### config.mk
export PLATFORM = sky130hd
export DESIGN_NAME = param_register_file
export DESIGN_NICKNAME = d
export VERILOG_FILES = /design/src/rtl/param_register_file.sv
export SDC_FILE = /design/constraint.sdc
export NUM_CORES = 2
export LEC_CHECK = 0
export CAP_MARGIN = 10
export CORE_MARGIN = 2
export CORE_UTILIZATION = 40
export DETAILED_ROUTE_END_ITERATION = 10
export PLACE_DENSITY = 0.64
export SYNTH_ARGS = -nofsm -noshare
export SYNTH_HDL_FRONTEND = slang
export SYNTH_HIERARCHICAL = 1
export SYNTH_SLANG_ARGS = --single-unit
### constraint.sdc
create_clock -name clk -period 2.79 [get_ports clk]
set_input_delay 0.558 -clock clk [delete_from_list [all_inputs] [get_ports clk]]
set_output_delay 0.558 -clock clk [all_outputs]
set_load 0.02 [all_outputs]
### src/rtl/param_register_file.sv
// Parametrised register file with two combinational read ports and one
// clocked write port. It includes a per-register pending-write scoreboard and
// a sequential bulk-clear engine that zeroes one entry per cycle.

// One storage entry: data word plus its pending bit.
module prf_entry #(
  parameter int WIDTH = 32
) (
  input  logic             clk,
  input  logic             rst,
  input  logic             i_wr,
  input  logic [WIDTH-1:0] i_wdata,
  input  logic             i_set,
  input  logic             i_clr,
  output logic [WIDTH-1:0] o_data,
  output logic             o_pend
);
  logic [WIDTH-1:0] r_data;
  logic             r_pend;

  // Clear has top priority. A set beats a write to the same entry, so a freshly
  // issued producer is not hidden by an older writeback.
  always_ff @(posedge clk or posedge rst) begin
    if (rst) begin
      r_data <= '0;
      r_pend <= 1'b0;
    end else if (i_clr) begin
      r_data <= '0;
      r_pend <= 1'b0;
    end else begin
      if (i_wr)       r_data <= i_wdata;
      if (i_set)      r_pend <= 1'b1;
      else if (i_wr)  r_pend <= 1'b0;
    end
  end

  assign o_data = r_data;
  assign o_pend = r_pend;
endmodule

module param_register_file #(
  parameter int WIDTH     = 32,
  parameter int DEPTH     = 32,
  parameter int ZERO_REG0 = 1,
  parameter int BYPASS    = 1,
  parameter int AW        = $clog2(DEPTH)
) (
  input  logic             clk,
  input  logic             rst,
  input  logic             we,
  input  logic [AW-1:0]    waddr,
  input  logic [WIDTH-1:0] wdata,
  input  logic [AW-1:0]    raddr1,
  input  logic [AW-1:0]    raddr2,
  output logic [WIDTH-1:0] rdata1,
  output logic [WIDTH-1:0] rdata2,
  input  logic             sb_set,
  input  logic [AW-1:0]    sb_addr,
  output logic             rpend1,
  output logic             rpend2,
  input  logic             clr_req,
  output logic             clr_busy,
  output logic             wr_drop
);
  localparam int unsigned DEPTH_U = DEPTH;
  localparam logic [AW-1:0] LAST  = AW'(DEPTH - 1);

  typedef enum logic {S_IDLE = 1'b0, S_CLEAR = 1'b1} state_t;

  state_t        r_state;
  logic [AW-1:0] r_cnt;
  logic          r_clr_busy;
  logic          r_wr_drop;

  logic                        w_idle;
  logic                        w_wr_ok;
  logic                        w_set_ok;
  logic [DEPTH-1:0]            w_wr;
  logic [DEPTH-1:0]            w_set;
  logic [DEPTH-1:0]            w_clr;
  logic [DEPTH-1:0][WIDTH-1:0] w_regs;
  logic [DEPTH-1:0]            w_pend;

  assign w_idle = (r_state == S_IDLE);

  // An address is usable when it is inside the file and is not the hardwired zero entry.
  // Addresses are zero-extended to 32 bits, so the range test also works for
  // DEPTH values that are not a power of 2.
  assign w_wr_ok  = we && w_idle && (32'(waddr) < DEPTH_U) &&
                    !((ZERO_REG0 != 0) && (waddr == '0));
  assign w_set_ok = sb_set && w_idle && (32'(sb_addr) < DEPTH_U) &&
                    !((ZERO_REG0 != 0) && (sb_addr == '0));

  // Clear FSM: walks r_cnt from 0 to DEPTH-1, one entry per cycle.
  always_ff @(posedge clk or posedge rst) begin
    if (rst) begin
      r_state    <= S_IDLE;
      r_cnt      <= '0;
      r_clr_busy <= 1'b0;
      r_wr_drop  <= 1'b0;
    end else begin
      r_wr_drop <= (r_state == S_CLEAR) && we;
      case (r_state)
        S_IDLE: begin
          if (clr_req) begin
            r_state    <= S_CLEAR;
            r_cnt      <= '0;
            r_clr_busy <= 1'b1;
          end
        end
        S_CLEAR: begin
          if (r_cnt == LAST) begin
            r_state    <= S_IDLE;
            r_cnt      <= '0;
            r_clr_busy <= 1'b0;
          end else begin
            r_cnt <= r_cnt + 1'b1;
          end
        end
        default: begin
          r_state    <= S_IDLE;
          r_cnt      <= '0;
          r_clr_busy <= 1'b0;
        end
      endcase
    end
  end

  assign clr_busy = r_clr_busy;
  assign wr_drop  = r_wr_drop;

  // Storage array. Entry 0 never receives a write or a set when it is hardwired,
  // because those cases are already excluded from w_wr_ok and w_set_ok.
  for (genvar g = 0; g < DEPTH; g++) begin : g_ent
    assign w_wr[g]  = w_wr_ok  && (waddr   == AW'(g));
    assign w_set[g] = w_set_ok && (sb_addr == AW'(g));
    assign w_clr[g] = (r_state == S_CLEAR) && (r_cnt == AW'(g));

    prf_entry #(.WIDTH(WIDTH)) u_ent (
      .clk     (clk),
      .rst     (rst),
      .i_wr    (w_wr[g]),
      .i_wdata (wdata),
      .i_set   (w_set[g]),
      .i_clr   (w_clr[g]),
      .o_data  (w_regs[g]),
      .o_pend  (w_pend[g])
    );
  end

  // Read ports. Both ports use the same logic and are fully independent.
  logic [1:0][AW-1:0]    w_raddr;
  logic [1:0][WIDTH-1:0] w_rdata;
  logic [1:0]            w_rpend;

  assign w_raddr = {raddr2, raddr1};

  for (genvar p = 0; p < 2; p++) begin : g_rd
    logic             w_ok;
    logic [WIDTH-1:0] w_d;
    logic             w_p;

    assign w_ok = (32'(w_raddr[p]) < DEPTH_U) &&
                  !((ZERO_REG0 != 0) && (w_raddr[p] == '0));

    // Forward an accepted write in the same cycle. Pending bits have no forward path.
    always_comb begin
      w_d = '0;
      w_p = 1'b0;
      if (w_ok) begin
        if ((BYPASS != 0) && w_wr_ok && (waddr == w_raddr[p])) w_d = wdata;
        else                                                  w_d = w_regs[w_raddr[p]];
        w_p = w_pend[w_raddr[p]];
      end
    end

    assign w_rdata[p] = w_d;
    assign w_rpend[p] = w_p;
  end

  assign rdata1 = w_rdata[0];
  assign rdata2 = w_rdata[1];
  assign rpend1 = w_rpend[0];
  assign rpend2 = w_rpend[1];
endmodule

==> results by group <==
Floorplanning
  • Initial Util: 40.28%
  • Row Count: 145
  • Die Ht: 400.6 um
  • Die ar.: 160,500 um^2
  • Die width: 400.6 um
  • Core area: 156,200 um^2
  • # IOs: 125

Critical path
  • Worst Path Buf+Inv: 3
  • Worst setup EP type: output port
  • CP Class: register to output port
  • Startpoint types: register
  • R2r endpoint: g_ent[8].u_ent/o_data[1]
  • Worst Path Required: 2.23 ns
  • Worst r2r path cells: 11
  • Worst path cell trace: buf_4 -> mux4_2 -> mux4_2 -> a211o_1 -> buf_12 -> buf_12
  • Crit. path cell count: 6
  • Worst-path fanout max: 2
  • Slowest cell on crit path: mux4_2
  • CP max stage delay: 0.53 ns
  • CP delay by family, top: multiplexers
  • CP arrival: 3.00 ns
  • Worst R2R Start: r_state
  • R2r setup slk: 0.32 ns

Run status
  • Status: complete, but fails checks
  • Failing checks: setup timing

Timing
  • Total negative slack: -36.17 ns
  • Clock skew: 0.02468 ns
  • Final setup fails: 66
  • RSZ-0062 raised after global routing: yes
  • Final period util: 127.6%
  • Min Clock Period, post-route: 3.561 ns
  • Max-slew violation count: 0
  • Slew @ Worst Pin: 0.8294 ns
  • WHS: 0.2206 ns
  • Achievable frequency: 0.2808 GHz
  • Final hold viol count: 0
  • Final worst-path setup slack: -0.7707 ns
  • Max transition margin: 44.71%

Drt
  • Antenna violation net count after detailed routing: 0
  • DRT Pass-1 Iters: 6
  • Drt via density: 6.284
  • Drt drc: 0
  • Iter 0 DRT Violations: 6,781
  • Vias: 52.48k
  • Final wirelength: 265,900 um
  • WL per Instance: 31.84 um

Power
  • Leak: 35.93 nW
  • Pwr per Cell Area: 635.7 nW/um^2
  • Total design power: 51.20 mW
  • VDD IR max: 0.0005425 V

Worst hold path
  • WHS Path Cells: 3
  • Worst min-delay path startpoint: wdata[23]
  • Hold Path Sink: g_ent[1].u_ent/o_data[23]
  • Min-Delay Path Class: input pin to register

Finish
  • Post-route cell area: 80,540 um^2
  • Nets@finish: 6,256
  • Final Util: 51.56%
  • Fill cells: 13.45k
  • Share of cells above drive strength 1: 35.01%
  • Cell Count, Final, Fillers Out: 8,352
  • Synth-to-layout area growth: 28.01%

Yosys
  • Post-synthesis mux area share: 35.87%
  • Yosys top cell by area: dfrtp_1
  • Synth Area in Compound Gates: 5.876%
  • Synth Warn #: 6
  • Sequential area share after synthesis: 42.32%
  • Post-Synth Simple-Gate Area: 8.543%
  • Synth Area in XOR/XNOR: 0.1670%
  • Synth top area share: 42.32%
  • Primary FF master, synth: dfrtp_1
  • Post-Syn Area per Cell: 12.04 um^2
  • Synth top area cells: dfrtp_1, mux2i_1, mux4_2, nor2_1, buf_12
  • Post-Synth Adder-Cell Area: 0.1193%
  • Post-Synthesis Cells: 5,227
  • Synth Register Bits: 1,064
  • Post-synth ARST share: 100.0%
  • Mapped cell area: 62,920 um^2
  • Number of synthesized flops with an enable pin: 0
  • Cell variety after synth: 70
  • Largest family of logic cells by synthesized area: multiplexers

Clock tree
  • Root buf cell: clkbuf_16
  • Total CTS buffers: 113
  • CTS sink cnt: 1,064
  • Number of H-tree levels: 3
  • CTS clk-pin slew, worst paths: 0.07 ns
  • Clock Path Buffers: 3
  • CTS tree: done
  • Clock latency on the worst-skew pair: 0.77 ns

Global routing
  • Grt ovf: 0
  • Global Route Usage Sum: 32.60%
  • Vias in the first global route: 53.23k
  • Pin count of the biggest net entering global routing: 35
  • Initial antenna violation count: 7
  • Global-route wire length before repair: 383,500 um

Place
  • Placed cells: 8,015
  • Port Buf Inserts: 124
  • Post-DP HPWL: 183,600 um
  • Dpl ws: -1.318 ns
  • Placed Area: 73,360 um^2
  • Routability cong.: 0.9918

Flow run
  • Max-cap violations: 0
[registers in the layout, indices dropped and copies added, names as in the netlist]
signal,cells
clr_busy,1
r_cnt,5
r_state,1
wr_drop,1
g_ent.u_ent/o_data,1024
g_ent.u_ent/o_pend,32
[synth_stat cells (43+ instances only)]
| cell type | instances |
|---|---|
| mux2i_1 | 1346 |
| nor2_1 | 1120 |
| dfrtp_1 | 1064 |
| mux4_2 | 386 |
| clkbuf_1 | 174 |
| buf_12 | 96 |
| buf_2 | 80 |
| a221oi_1 | 77 |
| inv_1 | 74 |
| o221ai_1 | 65 |
| a21oi_1 | 64 |
| o21ai_0 | 56 |
| buf_6 | 55 |
| nand2b_1 | 43 |
[per-layer routing]
| metal | wire (um) | up-vias | global-route usage [%] |
|---|---|---|---|
| li1 | - | 21083 | - |
| met1 | 101400 | 27076 | 42.87 |
| met2 | 114100 | 3481 | 47.78 |
| met3 | 29320 | 840 | 8.259 |
| met4 | 21020 | 4 | 21.19 |
| met5 | 24 | - | 0 |
[worst max path at each step]
| stage | start | endpoint | slack [ns] |
|---|---|---|---|
| 2_1_floorplan | raddr2[1] | rdata2[23] | -0.10 |
| 3_3_place_gp | waddr[2] | rdata1[0] | -1.41 |
| 3_5_place_dp | waddr[2] | rdata1[0] | -1.32 |
| 4_1_cts | g_ent[19].u_ent/o_data[20] | rdata1[20] | -0.75 |
| 5_1_grt | r_state | rdata1[20] | -0.82 |
| 6_report | g_ent[18].u_ent/o_data[20] | rdata1[20] | -0.77 |
[cells by family (layout without fill, tap and decap cells)]
group,after synthesis,after routing
xor gates and xnor gates,12,12
DFF,1064,1064
other,1,6
adders and majority gates,6,6
muxes,1768,1768
and+or+nand+nor,1323,1323
AOI/OAI and AO/OA,484,484
buffers and inverters,569,1631
[repair_timing]
item	4_1_cts	5_1_grt
pin swaps	85	59
gates resized for setup	565	114
hold buffers	1	0
endpoints found under the hold margin	3	0
setup endpoints to repair	66	66
cloned	7	2
setup buffers	101	24
[report_power, final]
group | internal, mW | total (mW) | switching [mW]
logic | 6.85 | 14.8 | 7.97
clock network | 9.42 | 16.4 | 6.97
registers | 18.0 | 20.0 | 1.97
total | 34.3 | 51.2 | 16.9
[layout by cell type (no fill, tap or decap), types with 23 or more instances in the layout]
master,instances
clkbuf_1,23
mux2_4,29
inv_1,42
dfrtp_1,1064
buf_4,965
a221oi_2,36
clkbuf_8,32
a221oi_1,37
nor4_4,23
clkdlybuf4s50_1,30
a21oi_1,44
a22o_1,36
mux2i_1,1343
mux4_2,386
buf_12,178
a21o_1,28
inv_2,33
o221ai_1,58
nor2_1,1077
nor2_4,43
nand2b_1,43
clkbuf_16,115
o21ai_0,35
nand2_1,30
buf_6,116
[cell type report]
type | count | area (um^2) | share of cell area [%]
clock buffer | 167 | 3341 | 4.148
tap | 2058 | 2575 | 3.197
multi-input combinational | 3595 | 33890 | 42.08
sequential | 1064 | 26630 | 33.06
antenna | 4 | 10.01 | 0.01243
clock inverter | 45 | 630.6 | 0.7830
inverter | 76 | 285.3 | 0.3542
timing repair buffer | 1343 | 13180 | 16.36
[worst reg2reg max path, cell delays in order (launching register included)]
cell and delay, ns:
dfrtp_1 0.40, nor2b_2 0.14, buf_6 0.14, buf_4 0.11
nor2b_1 0.26, nand3b_1 0.20, buf_4 0.18, nor3_2 0.18
buf_4 0.22, buf_12 0.20, mux2i_1 0.25, nor2_1 0.06
(Power assumes the default switching activity.)
